$ cat config.mk
export PLATFORM = sky130hd
export DESIGN_NAME = addsub_serial_flat
export DESIGN_NICKNAME = d
export VERILOG_FILES = /design/src/rtl/addsub_serial_if.sv /design/src/rtl/addsub_serial.sv /design/src/flat_wrapper.sv
export SDC_FILE = /design/constraint.sdc
export NUM_CORES = 1
export LEC_CHECK = 0
export ABC_AREA = 1
export CORE_ASPECT_RATIO = 1.1
export CORE_MARGIN = 1.5
export CORE_UTILIZATION = 53
export CTS_CLUSTER_SIZE = 20
export DETAILED_ROUTE_END_ITERATION = 16
export PLACE_DENSITY_LB_ADDON = 0.25
export SYNTH_ARGS = -nofsm -noshare
export SYNTH_HDL_FRONTEND = slang
export SYNTH_SLANG_ARGS = --single-unit
$ cat constraint.sdc
create_clock -name clk -period 2.3 [get_ports clk]
set_input_delay 0.345 -clock clk [delete_from_list [all_inputs] [get_ports clk]]
set_output_delay 0.345 -clock clk [all_outputs]
set_load 0.02 [all_outputs]
$ cat src/rtl/addsub_serial_if.sv
// Request/response bundle for addsub_serial. The master side drives start/op/a/b,
// and the slave side returns busy, done, result and the flags.
interface addsub_serial_if #(
  parameter int unsigned WIDTH = 32
);
  logic             start;
  logic             op;
  logic [WIDTH-1:0] a;
  logic [WIDTH-1:0] b;
  logic             busy;
  logic             done;
  logic [WIDTH-1:0] result;
  logic             carry;
  logic             overflow;
  logic             zero;
  logic             neg;

  modport master (
    output start, op, a, b,
    input  busy, done, result, carry, overflow, zero, neg
  );

  modport slave (
    input  start, op, a, b,
    output busy, done, result, carry, overflow, zero, neg
  );
endinterface

$ cat src/rtl/addsub_serial.sv
// Digit-serial add/subtract, DIGIT bits per clock, LSB digit first, with carry/overflow/zero/neg.
// Define ADDSUB_SAT_EN to clamp the result on signed overflow; the default build wraps.
module addsub_serial #(
  parameter int unsigned WIDTH = 32,
  parameter int unsigned DIGIT = 4
) (
  input logic           clk,
  input logic           rst_n,
  addsub_serial_if.slave bus
);
  localparam int unsigned N    = WIDTH / DIGIT;
  localparam int unsigned CntW = (N > 1) ? $clog2(N) : 1;

  typedef enum logic [1:0] {StIdle, StRun, StDone} state_e;

  state_e           state_q;
  logic [WIDTH-1:0] a_q, b_q, acc_q;
  logic             cy_q;
  logic [CntW-1:0]  cnt_q;
  logic             busy_q, done_q, carry_q, overflow_q, zero_q, neg_q;
  logic [WIDTH-1:0] result_q;

  logic [DIGIT:0]   dsum;
  logic [WIDTH-1:0] acc_d;
  logic [WIDTH-1:0] final_res;
  logic             msb_cin;
  logic             ovf;
  logic             last;

  always_comb begin
    dsum    = {1'b0, a_q[DIGIT-1:0]} + {1'b0, b_q[DIGIT-1:0]} + {{DIGIT{1'b0}}, cy_q};
    acc_d   = (acc_q >> DIGIT) | (WIDTH'(dsum[DIGIT-1:0]) << (WIDTH - DIGIT));
    // On the last digit, bit DIGIT-1 of the digit is bit WIDTH-1 of the word.
    msb_cin = a_q[DIGIT-1] ^ b_q[DIGIT-1] ^ dsum[DIGIT-1];
    ovf     = msb_cin ^ dsum[DIGIT];
    last    = (cnt_q == CntW'(N - 1));
    final_res = acc_d;
`ifdef ADDSUB_SAT_EN
    // Overflow implies both effective operands share a sign; A's sign picks the clamp.
    if (ovf) begin
      final_res = a_q[DIGIT-1] ? {1'b1, {(WIDTH-1){1'b0}}} : {1'b0, {(WIDTH-1){1'b1}}};
    end
`endif
  end

  always_ff @(posedge clk or negedge rst_n) begin
    if (!rst_n) begin
      state_q    <= StIdle;
      a_q        <= '0;
      b_q        <= '0;
      acc_q      <= '0;
      cy_q       <= 1'b0;
      cnt_q      <= '0;
      busy_q     <= 1'b0;
      done_q     <= 1'b0;
      result_q   <= '0;
      carry_q    <= 1'b0;
      overflow_q <= 1'b0;
      zero_q     <= 1'b0;
      neg_q      <= 1'b0;
    end else begin
      case (state_q)
        StIdle, StDone: begin
          done_q <= 1'b0;
          if (bus.start) begin
            a_q     <= bus.a;
            b_q     <= bus.op ? ~bus.b : bus.b;
            cy_q    <= bus.op;
            cnt_q   <= '0;
            busy_q  <= 1'b1;
            state_q <= StRun;
          end else begin
            state_q <= StIdle;
          end
        end
        StRun: begin
          a_q   <= a_q >> DIGIT;
          b_q   <= b_q >> DIGIT;
          acc_q <= acc_d;
          cy_q  <= dsum[DIGIT];
          cnt_q <= cnt_q + 1'b1;
          if (last) begin
            state_q    <= StDone;
            busy_q     <= 1'b0;
            done_q     <= 1'b1;
            result_q   <= final_res;
            carry_q    <= dsum[DIGIT];
            overflow_q <= ovf;
            zero_q     <= (final_res == '0);
            neg_q      <= final_res[WIDTH-1];
          end
        end
        default: state_q <= StIdle;
      endcase
    end
  end

  assign bus.busy     = busy_q;
  assign bus.done     = done_q;
  assign bus.result   = result_q;
  assign bus.carry    = carry_q;
  assign bus.overflow = overflow_q;
  assign bus.zero     = zero_q;
  assign bus.neg      = neg_q;
endmodule

$ cat src/flat_wrapper.sv
// flat-port wrapper written by rule: the top's interface ports become plain ports
module addsub_serial_flat 
#(
  parameter int unsigned WIDTH = 32,
  parameter int unsigned DIGIT = 4
)
  (clk, rst_n, bus_start, bus_op, bus_a, bus_b, bus_busy, bus_done, bus_result, bus_carry, bus_overflow, bus_zero, bus_neg);
  addsub_serial_if #(.WIDTH(WIDTH)) bus_i ();
  input logic clk;
  input logic rst_n;
  input wire logic [$bits(bus_i.start)-1:0] bus_start;
  input wire logic [$bits(bus_i.op)-1:0] bus_op;
  input wire logic [$bits(bus_i.a)-1:0] bus_a;
  input wire logic [$bits(bus_i.b)-1:0] bus_b;
  output wire logic [$bits(bus_i.busy)-1:0] bus_busy;
  output wire logic [$bits(bus_i.done)-1:0] bus_done;
  output wire logic [$bits(bus_i.result)-1:0] bus_result;
  output wire logic [$bits(bus_i.carry)-1:0] bus_carry;
  output wire logic [$bits(bus_i.overflow)-1:0] bus_overflow;
  output wire logic [$bits(bus_i.zero)-1:0] bus_zero;
  output wire logic [$bits(bus_i.neg)-1:0] bus_neg;
  assign bus_i.start = bus_start;
  assign bus_i.op = bus_op;
  assign bus_i.a = bus_a;
  assign bus_i.b = bus_b;
  assign bus_busy = bus_i.busy;
  assign bus_done = bus_i.done;
  assign bus_result = bus_i.result;
  assign bus_carry = bus_i.carry;
  assign bus_overflow = bus_i.overflow;
  assign bus_zero = bus_i.zero;
  assign bus_neg = bus_i.neg;
  addsub_serial #(.WIDTH(WIDTH), .DIGIT(DIGIT)) u_core (.clk(clk), .rst_n(rst_n), .bus(bus_i));
endmodule
[Yosys cells after proc, flatten, opt, wreduce, memory -nomap -nowiden]
Index checks and enable logic that the tools add are counted.
Word-level totals
  register bits after elaboration: 140
  input port bits: 68
  output and inout port bits: 38
Operators by class
  add/sub/neg operators: 3
  equal/unequal tests: 5
  muxes and demuxes: 17
  bitwise gates (word level): 5
  reductions and logical operators: 8
Operator list (count)
  case mux 32 bit (2 select lines): 2
  2-to-1 mux 32 bit: 3
  zero test 32 bit: 1
  inverter 32 bit: 1
  OR 28 x 32 -> 32 bit: 1
  case mux 1 bit (2 select lines): 3
  case mux 3 bit (2 select lines): 1
  AND reduction 2 bit: 3
  adder 4 x 4 -> 5 bit: 1
  adder 5 x 1 -> 5 bit: 1
  2-to-1 mux 1 bit: 5
  case mux 2 bit (2 select lines): 1
  adder 3 x 1 -> 3 bit (second input constant): 1
  equality test 3 bit (second input constant): 1
  2-to-1 mux 3 bit: 1
  AND reduction 3 bit: 1
  XOR 1 bit: 3
  equality test 2 x 1 -> 1 bit (second input constant): 1
  equality test 2 bit (second input constant): 1
  zero test 2 bit: 1
  2-to-1 mux 2 bit: 1
  inequality test 2 x 1 -> 1 bit (second input constant): 1
  inequality test 2 bit (second input constant): 1
  nonzero test 2 bit: 1
  OR reduction 2 bit: 1

[Depth between registers and ports, before layout]
Gate-level depths: netlist (run 1).
  word-level depth: 4
  gate-level depth with buffers: 9

[Worst setup path before layout (run 1)]
No wires, ideal clock.
  kind: flip-flop to flip-flop
  start: register u_core.cy_q
  end: register u_core.overflow_q (netlist: u_core.bus.overflow)
  library setup time: 0.117 ns
  data arrival time: 1.785 ns
  setup slack: 0.398 ns
  cell stages (with the launch flop): 9
  path buffers: 0
  period minus slack after synthesis: 1.902 ns
  cells stage by stage: dfrtp_1 fa_1 fa_1 nand2_1 nand2_1 a21oi_1 nand3_1 nand3_1 nand2_1
On the way
  cells in the longest elaborated chain, start to end: 3
RTL lines
  start: declaration: RTL line addsub_serial.sv:18  | logic cy_q;
  start signal: assignment: RTL line addsub_serial.sv:68  | cy_q <= bus.op;
  start signal: assignment: RTL line addsub_serial.sv:80  | cy_q <= dsum[DIGIT];
  adder 5 x 1 -> 5 bit *: RTL line addsub_serial.sv:31  | dsum = {1'b0, a_q[DIGIT-1:0]} + {1'b0, b_q[DIGIT-1:0]} + {{DIGIT{1'b0}}, cy_q};
  XOR 1 bit: RTL line addsub_serial.sv:34  | msb_cin = a_q[DIGIT-1] ^ b_q[DIGIT-1] ^ dsum[DIGIT-1];
  XOR 1 bit *: RTL line addsub_serial.sv:35  | ovf = msb_cin ^ dsum[DIGIT];
  end signal: assignment: RTL line addsub_serial.sv:88  | overflow_q <= ovf;
  end: declaration: RTL line addsub_serial.sv:20  | logic busy_q, done_q, carry_q, overflow_q, zero_q, neg_q;
Every way passes the cells marked *; elsewhere a longest branch is shown, timed or not.
A chain may end at the register's enable or synchronous reset.

[Worst setup path after layout (run 1)]
Same ends and word-level chain as after synthesis.

==> results of run 1 <==
-- logic make-up (layout without fill, tap and decap cells) --
logic type	after synthesis	in the layout	synth area share (%)
and+or+nand+nor	279	279	19.45
xor gates and xnor gates	23	23	3.381
adders and majority gates	7	7	1.722
DFF	135	135	56.70
AOI/OAI and AO/OA	118	118	12.01
buffers and inverters	86	192	6.741
-- routing by layer --
metal,track usage (%),up-vias
met1,29.49,2259
li1,-,2308
met5,0,-
met2,38.63,116
met3,6.147,12
met4,8.148,0
-- worst max-delay path, cell delays in order (launching register included) --
cell     delay (ns)
dfrtp_1        0.40
fa_1           0.47
fa_1           0.50
nand2_1        0.09
nand2_1        0.07
a21oi_1        0.24
nand3_1        0.10
nand3_1        0.08
nand2_1        0.05
-- power by group --
group,switching (W),leakage [nW],internal [W],total [W]
Clock,0.00100,0.311,0.00192,0.00292
Combinational,0.00257,1.50,0.00174,0.00431
Sequential,0.000628,1.70,0.00347,0.00409
Total,0.00420,3.51,0.00713,0.0113
-- stage by stage --
stage / setup WS (ns) / util (%)
after floorplan: 0.3979 / -
after global placement: 0.2896 / 64.35
after detailed placement: 0.2444 / 64.35
after CTS: 0.1668 / 70.25
after global routing: 0.06091 / 70.32
final: 0.1888 / 70.32
-- layout make-up --
cell class / count / area, um2
clock buffers: 19 / 432.9
clock inverters: 13 / 203.9
fillers: 835 / 3253
inverters: 44 / 165.2
multi-input cells: 427 / 2186
flip-flops and latches: 135 / 3378
well taps: 147 / 183.9
repair buffers: 116 / 1157
-- cells in the mapped netlist --
| cell | number |
|---|---|
| o22ai_1 | 1 |
| dfrtp_1 | 135 |
| o21a_1 | 1 |
| fa_1 | 2 |
| o21ai_0 | 45 |
| nand2_2 | 2 |
| inv_2 | 4 |
| nand4_1 | 1 |
| nor2_1 | 17 |
| xnor2_1 | 23 |
| buf_2 | 15 |
| o21ai_1 | 22 |
| nand3_1 | 67 |
| a22o_1 | 2 |
| a21oi_1 | 13 |
| buf_6 | 7 |
| buf_4 | 2 |
| inv_1 | 40 |
| nor2_8 | 1 |
| o21ai_2 | 6 |
| clkbuf_1 | 18 |
| a32o_1 | 3 |
| o221ai_1 | 11 |
| nand3b_1 | 1 |
| nand2_1 | 190 |
| a21o_1 | 1 |
| o211ai_1 | 13 |
| ha_1 | 5 |
-- repair_timing --
action / in CTS / in global routing
resized for setup: 0 / 1
endpoints found under the setup margin: 0 / 1
setup buffers: 0 / 0
endpoints found under the hold margin: 55 / 0
hold buffers: 1 / 0
-- flip-flops by register name (all words and copies together) (netlist names) --
name,cells
u_core.cnt_q,3
u_core.bus.carry,1
u_core.acc_q,28
u_core.bus.neg,1
u_core.a_q,32
u_core.bus.done,1
u_core.state_q,2
u_core.b_q,32
u_core.bus.zero,1
u_core.bus.busy,1
u_core.bus.result,31
u_core.bus.overflow,1
u_core.cy_q,1
-- path summary, 6_finish.rpt --
check / slack, ns / endpoint / depth (start not counted) / startpoint
setup / recovery: 0.19 / u_core.bus.overflow$_DFFE_PN0P_ / 8 / u_core.cy_q$_DFFE_PN0P_
hold / removal: 0.46 / u_core.bus.result[0]$_DFFE_PN0P_ / 2 / rst_n
setup reg to reg: 0.19 / u_core.bus.overflow$_DFFE_PN0P_ / 8 / u_core.cy_q$_DFFE_PN0P_
hold reg to reg: 0.48 / u_core.bus.busy$_DFFE_PN0P_ / 2 / u_core.bus.busy$_DFFE_PN0P_
max in group asynchronous: 1.20 / u_core.a_q[2]$_DFFE_PN0P_ / 3 / rst_n
min in group clk: 0.48 / u_core.bus.busy$_DFFE_PN0P_ / 2 / u_core.bus.busy$_DFFE_PN0P_
==> out/metrics.cfg, run 1 <==
[sta]
period_share_pct=91.79
rsz0062_at_grt=no
fin_worst_skew_ns=0.01419
slew_headroom_pct=36.24
fmax_mhz=473.7
fin_hold_ws_ns=0.4558
fin_crit_ns=2.111
setup_violations=0
worst_pin_slew_ns=0.9549
hold_violations=0
maxSlewViolCount=0
finalSetupTns_ns=0

[clocking]
cts_root_buffer=clkbuf_16
insertion_delay_ns=0.41
clock_sinks=135
cts_buffer_depth=2
clkSlewWorstSetupHoldPaths_ns=0.06
cts_tree=yes
htree_levels=4
cts_inserted_buffers=17

[layout]
final_cell_count_no_fill=901
final_area_um2=7707
mostFrequentLayoutCells=190 x nand2_1, 135 x dfrtp_1, 103 x clkdlybuf4s50_1, 67 x nand3_1, 45 x o21ai_0
fin_nets=816
diodes=0
layout.cells.most_common=nand2_1
area_growth_pct=29.36
drive_gt1_share_pct=7.427

[detailed_routing]
avgViaCountPerCell=5.211
wl_met2_mm=6.734
wl_met3_um=460
num_vias=4695
m1WireLength_mm=5.500
drc_errors=0
drtIter0Drc=331
routed_wl_mm=12.82
wl_per_cell_um=14.23
maxUsedRoutingLayer=met4
drt_pass1_iterations=5
ant_nets=0

[worst_hold_path]
min-delay-path-class=primary input to async pin

[floorplan]
initial_utilization_pct=54.36
fp.dieH_um=114.2
rows=40
die_area_um2=11890
die_width_um=104.1
io_pins=106
core-area_um2=10960

[synth]
synth_cell_types=28
postSynthCellCount=648
synth_area_um2=5958
yosysTopAreaCellShare_pct=56.70
synth.largest_area_cell=dfrtp_1
synth_nets=723
yosys_register_bits=135
avgSynthCellArea_um2=9.195
synth-seq-area-share_pct=56.70
synth.area.top_cells=dfrtp_1 57%, nand2_1 12%, nand3_1 5.6%
synth_warnings=0

[placed_design]
dp_cells=868
routabilityCongestion=0.8342
placed_area_um2=7053
io_buffers=105
hpwlAfterDp_mm=8.409

[grt]
antenna_found_initial=0
grt_pass1_vias=4627
grt_max_degree=59
grt_overflow=0
grt_use_total_pct=23.16
grt_first_pass_wirelength_mm=21.76

[setup_path]
path_max_fanout=3
end_kind=register
crit_type=register to register
startpoint_type=register
cp.required_ns=2.61
worstPathArrival_ns=2.42

[power_and_ir_drop]
peakVddDrop_mv=1.165
fin_total_pwr_w=0.01132
leakage_nw=3.508
power_density_nw_per_um2=1469

[status]
status=complete, no violations

[flow_run]
max-cap-violations=0

No activity file was read; power rests on OpenSTA's default activity.
==> inputs of run 2 (changes only) <==
--- a/config.mk
+++ b/config.mk
@@ -12,6 +12,8 @@
 export CTS_CLUSTER_SIZE = 20
 export DETAILED_ROUTE_END_ITERATION = 16
 export PLACE_DENSITY_LB_ADDON = 0.25
+export SETUP_SLACK_MARGIN = 0.05
+export SKIP_LAST_GASP = 1
 export SYNTH_ARGS = -nofsm -noshare
 export SYNTH_HDL_FRONTEND = slang
 export SYNTH_SLANG_ARGS = --single-unit
==> results of run 2 <==
Same layout as run 1: the final DEF is identical, and so are final timing and power.
